File: src/rtl/reg_op_pkg.sv
// Shared types for the register-operation sequencer: op codes, FSM states, default sizes.
// The optional REG_OP_FLAGS_EN build adds zero/carry flags to the sequencer and ALU.
package reg_op_pkg;

  localparam int DEF_WIDTH  = 16;
  localparam int DEF_ADDR_W = 3;

  typedef enum logic [1:0] {
    OP_ADD = 2'b00,
    OP_SUB = 2'b01,
    OP_AND = 2'b10,
    OP_OR  = 2'b11
  } op_e;

  typedef enum logic [2:0] {
    ST_IDLE = 3'd0,
    ST_RD_A = 3'd1,
    ST_RD_B = 3'd2,
    ST_EXEC = 3'd3,
    ST_WB   = 3'd4
  } state_e;

endpackage

File: src/rtl/reg_op_alu.sv
// Combinational ALU for the sequencer: ADD/SUB wrap modulo 2^WIDTH, AND, OR.
// Latency: none (pure combinational). Backpressure: n/a. REG_OP_FLAGS_EN adds carry (ADD carry-out / SUB borrow).
module reg_op_alu
  import reg_op_pkg::*;
#(
  parameter int WIDTH = DEF_WIDTH
) (
  input  op_e              op,
  input  logic [WIDTH-1:0] a,
  input  logic [WIDTH-1:0] b,
  output logic [WIDTH-1:0] result
`ifdef REG_OP_FLAGS_EN
  ,
  output logic             carry
`endif
);

`ifdef REG_OP_FLAGS_EN
  logic [WIDTH:0] sum;
  logic [WIDTH:0] diff;

  // The extra top bit of the zero-extended difference is the borrow.
  assign sum   = {1'b0, a} + {1'b0, b};
  assign diff  = {1'b0, a} - {1'b0, b};
  assign carry = (op == OP_ADD) ? sum[WIDTH] :
                 (op == OP_SUB) ? diff[WIDTH] : 1'b0;
`else
  logic [WIDTH-1:0] sum;
  logic [WIDTH-1:0] diff;

  assign sum  = a + b;
  assign diff = a - b;
`endif

  always_comb begin
    result = '0;
    unique case (op)
      OP_ADD:  result = sum[WIDTH-1:0];
      OP_SUB:  result = diff[WIDTH-1:0];
      OP_AND:  result = a & b;
      OP_OR:   result = a | b;
      default: result = '0;
    endcase
  end

endmodule

File: src/rtl/reg_op_sequencer.sv
// Sequences one register op: read A, read B, execute, write back; REG_OP_FLAGS_EN adds zero/carry flags.
// Latency: accept at posedge N, done in the cycle ending at posedge N+4. Backpressure: req_ready only in IDLE.
module reg_op_sequencer
  import reg_op_pkg::*;
#(
  parameter int WIDTH  = DEF_WIDTH,
  parameter int ADDR_W = DEF_ADDR_W
) (
  input  logic              clk,
  input  logic              rst,
  input  logic              req_valid,
  output logic              req_ready,
  input  logic [1:0]        req_op,
  input  logic [ADDR_W-1:0] req_src_a,
  input  logic [ADDR_W-1:0] req_src_b,
  input  logic [ADDR_W-1:0] req_dst,
  output logic              rf_read_enable,
  output logic [ADDR_W-1:0] rf_read_addr,
  input  logic [WIDTH-1:0]  rf_read_data,
  output logic              rf_write_enable,
  output logic [ADDR_W-1:0] rf_write_addr,
  output logic [WIDTH-1:0]  rf_write_data,
  output logic              done,
  output logic [WIDTH-1:0]  result
`ifdef REG_OP_FLAGS_EN
  ,
  output logic              zero_flag,
  output logic              carry_flag
`endif
);

  state_e            state;
  op_e               op_q;
  logic [ADDR_W-1:0] src_a_q;
  logic [ADDR_W-1:0] src_b_q;
  logic [ADDR_W-1:0] dst_q;
  logic [WIDTH-1:0]  opa_q;
  logic [WIDTH-1:0]  opb_q;
  logic [WIDTH-1:0]  result_q;
  logic [WIDTH-1:0]  alu_res;

`ifdef REG_OP_FLAGS_EN
  logic alu_carry;
  logic zero_q;
  logic carry_q;

  assign zero_flag  = zero_q;
  assign carry_flag = carry_q;
`endif

  reg_op_alu #(.WIDTH(WIDTH)) u_alu (
    .op     (op_q),
    .a      (opa_q),
    .b      (opb_q),
    .result (alu_res)
`ifdef REG_OP_FLAGS_EN
    ,
    .carry  (alu_carry)
`endif
  );

  // Read data is only captured in RD_A/RD_B, so a floating bus elsewhere never reaches state.
  always_ff @(posedge clk) begin
    if (rst) begin
      state    <= ST_IDLE;
      op_q     <= OP_ADD;
      src_a_q  <= '0;
      src_b_q  <= '0;
      dst_q    <= '0;
      opa_q    <= '0;
      opb_q    <= '0;
      result_q <= '0;
`ifdef REG_OP_FLAGS_EN
      zero_q   <= 1'b0;
      carry_q  <= 1'b0;
`endif
    end else begin
      unique case (state)
        ST_IDLE: begin
          if (req_valid) begin
            state   <= ST_RD_A;
            op_q    <= op_e'(req_op);
            src_a_q <= req_src_a;
            src_b_q <= req_src_b;
            dst_q   <= req_dst;
          end
        end
        ST_RD_A: begin
          opa_q <= rf_read_data;
          state <= ST_RD_B;
        end
        ST_RD_B: begin
          opb_q <= rf_read_data;
          state <= ST_EXEC;
        end
        ST_EXEC: begin
          result_q <= alu_res;
`ifdef REG_OP_FLAGS_EN
          zero_q   <= (alu_res == '0);
          carry_q  <= alu_carry;
`endif
          state    <= ST_WB;
        end
        ST_WB:   state <= ST_IDLE;
        default: state <= ST_IDLE;
      endcase
    end
  end

  // rst gates the strobes directly so a reset landing in WB suppresses that cycle's write.
  assign req_ready       = (state == ST_IDLE) && !rst;
  assign rf_read_enable  = ((state == ST_RD_A) || (state == ST_RD_B)) && !rst;
  assign rf_read_addr    = (state == ST_RD_B) ? src_b_q : src_a_q;
  assign rf_write_enable = (state == ST_WB) && !rst;
  assign rf_write_addr   = dst_q;
  assign rf_write_data   = result_q;
  assign done            = rf_write_enable;
  assign result          = result_q;

endmodule

File: config.mk
export PLATFORM = sky130hd
export DESIGN_NAME = reg_op_sequencer
export DESIGN_NICKNAME = d
export VERILOG_FILES = /design/src/rtl/reg_op_pkg.sv /design/src/rtl/reg_op_alu.sv /design/src/rtl/reg_op_sequencer.sv
export SDC_FILE = /design/constraint.sdc
export NUM_CORES = 1
export LEC_CHECK = 0
export ABC_AREA = 1
export CORE_ASPECT_RATIO = 0.7
export CORE_MARGIN = 3
export CORE_UTILIZATION = 57
export CTS_CLUSTER_DIAMETER = 30
export DETAILED_ROUTE_END_ITERATION = 8
export PLACE_DENSITY = 0.86
export SYNTH_ARGS = -nofsm -noshare
export SYNTH_HDL_FRONTEND = slang
export SYNTH_SLANG_ARGS = --single-unit
File: constraint.sdc
create_clock -name clk -period 3.9 [get_ports clk]
set_input_delay 0.39 -clock clk [delete_from_list [all_inputs] [get_ports clk]]
set_output_delay 0.39 -clock clk [all_outputs]
set_load 0.03 [all_outputs]
## Word-level counts from Yosys, hierarchy flattened

Index checks and enable logic that the tools add are counted.

- Flip-flop bits (word level): 62
- Bits of input ports: 30
- Output and inout port bits: 42
- Logic and storage cells: 32

- Add/subtract/negate cells: 2
- Equal/unequal tests: 8
- Mux-type cells: 4
- Bitwise gates (word level): 2
- Reduce and logical (&&, ||, !) cells: 8

Operators with widths:

| kind | count |
|---|---|
| case mux 16 bit (4 select lines) | 1 |
| adder 16 bit | 1 |
| AND 16 bit | 1 |
| OR 16 bit | 1 |
| subtractor 16 bit | 1 |
| case mux 3 bit (4 select lines) | 1 |
| equality test 3 x 2 -> 1 bit, second input constant | 2 |
| two-way mux 3 bit | 2 |
| equality test 2 bit, second input constant | 2 |
| equality test 3 x 1 -> 1 bit, second input constant | 1 |
| equality test 3 bit, second input constant | 1 |
| logical AND 1 bit | 3 |
| logical NOT 3 bit | 1 |
| equality test 2 x 1 -> 1 bit, second input constant | 1 |
| logical NOT 2 bit | 1 |
| != test 2 bit, second input constant | 1 |
| AND reduction 2 bit | 1 |
| logical NOT 1 bit | 1 |
| logical OR 1 bit | 1 |

## Logic depth before layout (Yosys ltp)

- Word-level depth: 3
- Gate-level depth with buffers: 20
- Depth with buffers taken out: 20

## Hierarchy

A second synthesis with hierarchy kept.

- Cell total of the unflattened synthesis: 641
- Area total of the unflattened synthesis: 4149.0 sq um

By module, submodules not included:

| module | instances | cells each | area an instance (sq um) | sequential area each (sq um) |
|---|---|---|---|---|
| reg_op_sequencer | 1 | 344 | 2565.0 | 1241.2 |
| reg_op_alu | 1 | 297 | 1584.0 | 0.0 |

## Least setup slack after synthesis

Ideal clock, no wire load.

- Kind: flip-flop to flip-flop
- From: register opb_q[0]
- To: register result_q[14] (netlist: result[14])
- Setup time: 123 ps
- Data arrival time: 2254 ps
- Required time: 3777 ps
- Slack: 1522 ps
- Cell stages (with the launch flop): 18
- Path buffers: 0
- Clock period less this slack: 2378 ps
- Cell sequence: dfxtp_1 -> inv_1 -> ha_1 -> nand3_2 -> nor2_2 -> nand4_1 -> o21ai_2 -> o21ai_1 -> xor2_1 -> ha_1 -> inv_1 -> nor3_2 -> and2_2 -> nand2_1 -> nand2_1 -> nand2_1 -> nand3_1 -> a21oi_1

- Longest elaborated chain between the ends: 2
- Elaborated cells on any way between the ends: 3
- Classes of those cells: add/sub: 2; mux: 1

Ends and longest elaborated chain:

| element | line | source |
|---|---|---|
| start, declared | reg_op_sequencer.sv:38 | `logic [WIDTH-1:0] opb_q;` |
| start signal, assigned | reg_op_sequencer.sv:93 | `opb_q <= rf_read_data;` |
| subtractor 16 bit or adder 16 bit (tied branches) | reg_op_alu.sv:32, reg_op_alu.sv:31 |  |
| case mux 16 bit (4 select lines) * | reg_op_alu.sv:37 | `unique case (op)` |
| end signal, assigned | reg_op_sequencer.sv:97 | `result_q <= alu_res;` |
| end, declared | reg_op_sequencer.sv:39 | `logic [WIDTH-1:0] result_q;` |

Every way passes the cells marked *; elsewhere a longest branch is shown, timed or not.
A chain may end at the register's enable or synchronous reset.

## Worst setup path in the final report

- From: register opb_q[1]
- To: register result_q[15] (netlist: result[15])

The elaborated chain is that of the path after synthesis.

==> impl_results.md <==
* Max-cap violations at 0
* CTS tree: built
* Post-synthesis sequential area ratio at 31.9%
* Largest net degree at the start of global routing at 36
* Endpoints failing hold at 0
* # diodes at 0
* Post-DP HPWL at 7.66 mm
* Clock group share of total power at 25.9%
* WS Path Type: reg -> reg
* Post-CTS Setup Bufs at 0
* Tmin final at 2760 ps
* Std cell rows at 24
* PostCTS Resize Cnt at 0
* Startpoint types: flip-flop
* Layout cell share with drive strength beyond 1 at 6.29%
* Vias in the first global route at 3709
* # nets final at 664
* Placeable core region at 6430 um2
* Placed insts at 695
* Yosys reg bits at 62
* Pre-CTS setup slack at 1170 ps
* Syn Inst Count at 569
* Mapped Area at 3890 um2
* Vias per std cell at 5.62
* CTS Hold Buffers Added at 0
* Warnings, synthesis at 0
* Clock Sinks at 62
* Synth top area cells: dfxtp_1, a21oi_1, o21ai_0
* Hold WC Path Type: reg -> reg
* Critical path peak fanout at 6
* Leak at 0.00200 uW
* Initial antenna violation count at 0
* 1st-iter DRT viols at 297
* Antenna-violating nets left at 0
* Share of the synthesized area in the top cell type at 31.9%
* Final Slew Violations at 0
* CTS Root Cell: clkbuf_8
* CTS max path bufs at 2
* Max Clock Skew at 7.76 ps
* Status: finished, final reports clean
* Reg clk slew, reported paths at 80 ps
* Sequential Power Share at 31.4%
* Pint at 1340 uW
* Cts bufs inserted at 9
* Post-synthesis cell type count at 37
* Starting Density at 60.5%
* Die Ht at 75.1 um
* Fmax at 362 MHz
* Worst-margin pin slew at 770 ps
* Power density cells at 492 nW/um2
* GRT Residual Overflow at 0
* RSZ-0062 raised after global routing: false
* Worst EP arrival at 3000 ps
* First-pass GRT wire length at 17.4 mm
* Drt drc at 0
* Net Count, Synth at 618
* IO Port Bufs at 71
* Final WS setup at 1140 ps
* Crit end category: flip-flop
* Peak VDD IR at 0.274 mV
* DR WL/cell at 14.9 um
* DIE AREA at 7870 um2
* WL final at 10.6 mm
* Slew headroom at 48.6%
* Fin Setup TNS at 0 ps
* Die Wd at 105 um
* Syn Area/Cell at 6.84 um2
* Switching share of power at 42.1%
* Clock latency on the worst-skew pair at 350 ps
* I/O pins at 72
* GP Congestion at 0.914
* Number of detailed-route iterations in the first pass at 5
* Non-Filler Instances at 711
* Final setup fails at 0
* Tcrit/Tclk final at 70.7%
* Total track usage at 27.6%
* Synth area leader: dfxtp_1
* Combinational share of power at 42.7%
* H-tree depth at 3
* Crit path required time at 4140 ps
* Layout area overhead at 20.9%
* Sw power at 973 uW
* Via count at 3994
## cells in the final DEF, fill, tap and decap left out, types with 2 or more instances in the layout
master and instances:
nor4_1 2, nand2_2 2, nor2_4 3, clkbuf_8 9
xor2_1 14, nand3_2 2, nor3_1 2, inv_1 79
nor2_2 2, nand3_1 27, a311oi_1 7, dfxtp_1 62
buf_4 2, nand3b_1 2, inv_6 3, inv_2 6
a21oi_1 85, a21oi_2 2, clkinvlp_4 2, o21ai_1 3
ha_1 18, clkdlybuf4s50_1 71, a31oi_1 15, nand2_1 85
nand4_1 4, o21ai_0 69, nor2_1 30
## synth_stat cells (all sizes together)
| master | n |
|---|---|
| a21oi | 87 |
| nand2 | 87 |
| inv | 85 |
| o21ai | 73 |
| dfxtp | 62 |
| nor2 | 35 |
| nand3 | 29 |
| buf | 27 |
| ha | 18 |
| a31oi | 15 |
| xor2 | 14 |
| clkbuf | 11 |
| a311oi | 7 |
| nand4 | 4 |
| nor3 | 3 |
| and2 | 2 |
| nand3b | 2 |
| nor4 | 2 |
| or2 | 2 |
| and3 | 1 |
| fa | 1 |
| o21bai | 1 |
| o31ai | 1 |
## sequential cells by signal, indices dropped and copies added, names as in the netlist
name and flops:
result 16, opb_q 16, opa_q 16, state 3, rf_write_addr 3, src_b_q 3
op_q 2, src_a_q 3
## area by class of cell
class	count	area, um2
inverters	85	319
repair buffers	73	726
multi-input cells	384	2100
clock inverters	7	80.1
clock buffers	9	124
fillers	580	1720
well taps	91	114
flip-flops and latches	62	1240
## power groups by stage
stage	clock (uW)	sequential [uW]	combinational (uW)
after CTS	602	725	970
final	600	726	987
after floorplan	0	746	711
after global routing	634	732	1100
after detailed placement	0	740	959
after global placement	0	736	947
## layer usage
metal	GRT usage, %	wire, um	up-vias
met4	6.26	69	0
met3	8.74	1110	10
met1	36.7	4940	1800
met2	44.6	4460	207
met5	0	0	-
li1	-	-	1977
## stage by stage
step	util [%]	area (um2)	hold slack, ps	total power (uW)
after floorplan	-	3890	424	1460
after global placement	70.0	4500	431	1680
after detailed placement	70.0	4500	435	1700
after CTS	73.2	4700	448	2300
after global routing	73.2	4700	460	2470
final	73.2	4700	445	2310
## worst max-delay path: stages (launching register included)
cell and delay (ps):
dfxtp_1 330, inv_1 130, ha_1 210, nand3_2 100, nor2_2 110, nand4_1 130
o21ai_2 200, o21ai_1 100, xor2_1 150, ha_1 410, nand2_1 110, nor2_1 140
and3_1 190, nand2_1 60, nand2_1 60, nand2_1 50, nand3_1 80, a21oi_1 70
## cells by family (layout without fill, tap and decap cells)
logic type,Yosys count,count (layout),share of synthesized area [%]
simple gates,167,167,19.3
xor+xnor,14,14,3.15
flops,62,62,31.9
fa+ha+maj,19,19,6.30
buf+inv,123,174,14.1
compound gates,184,184,25.2
## worst paths after layout
path,cells after the start,endpoint,slack (ps),from
setup reg to reg,17,result[15],1140,opb_q[1]
hold reg to reg,2,rf_write_addr[1],450,rf_write_addr[1]
setup / recovery,17,result[15],1140,opb_q[1]
hold / removal,2,rf_write_addr[1],450,rf_write_addr[1]
(Power assumes the default switching activity.)
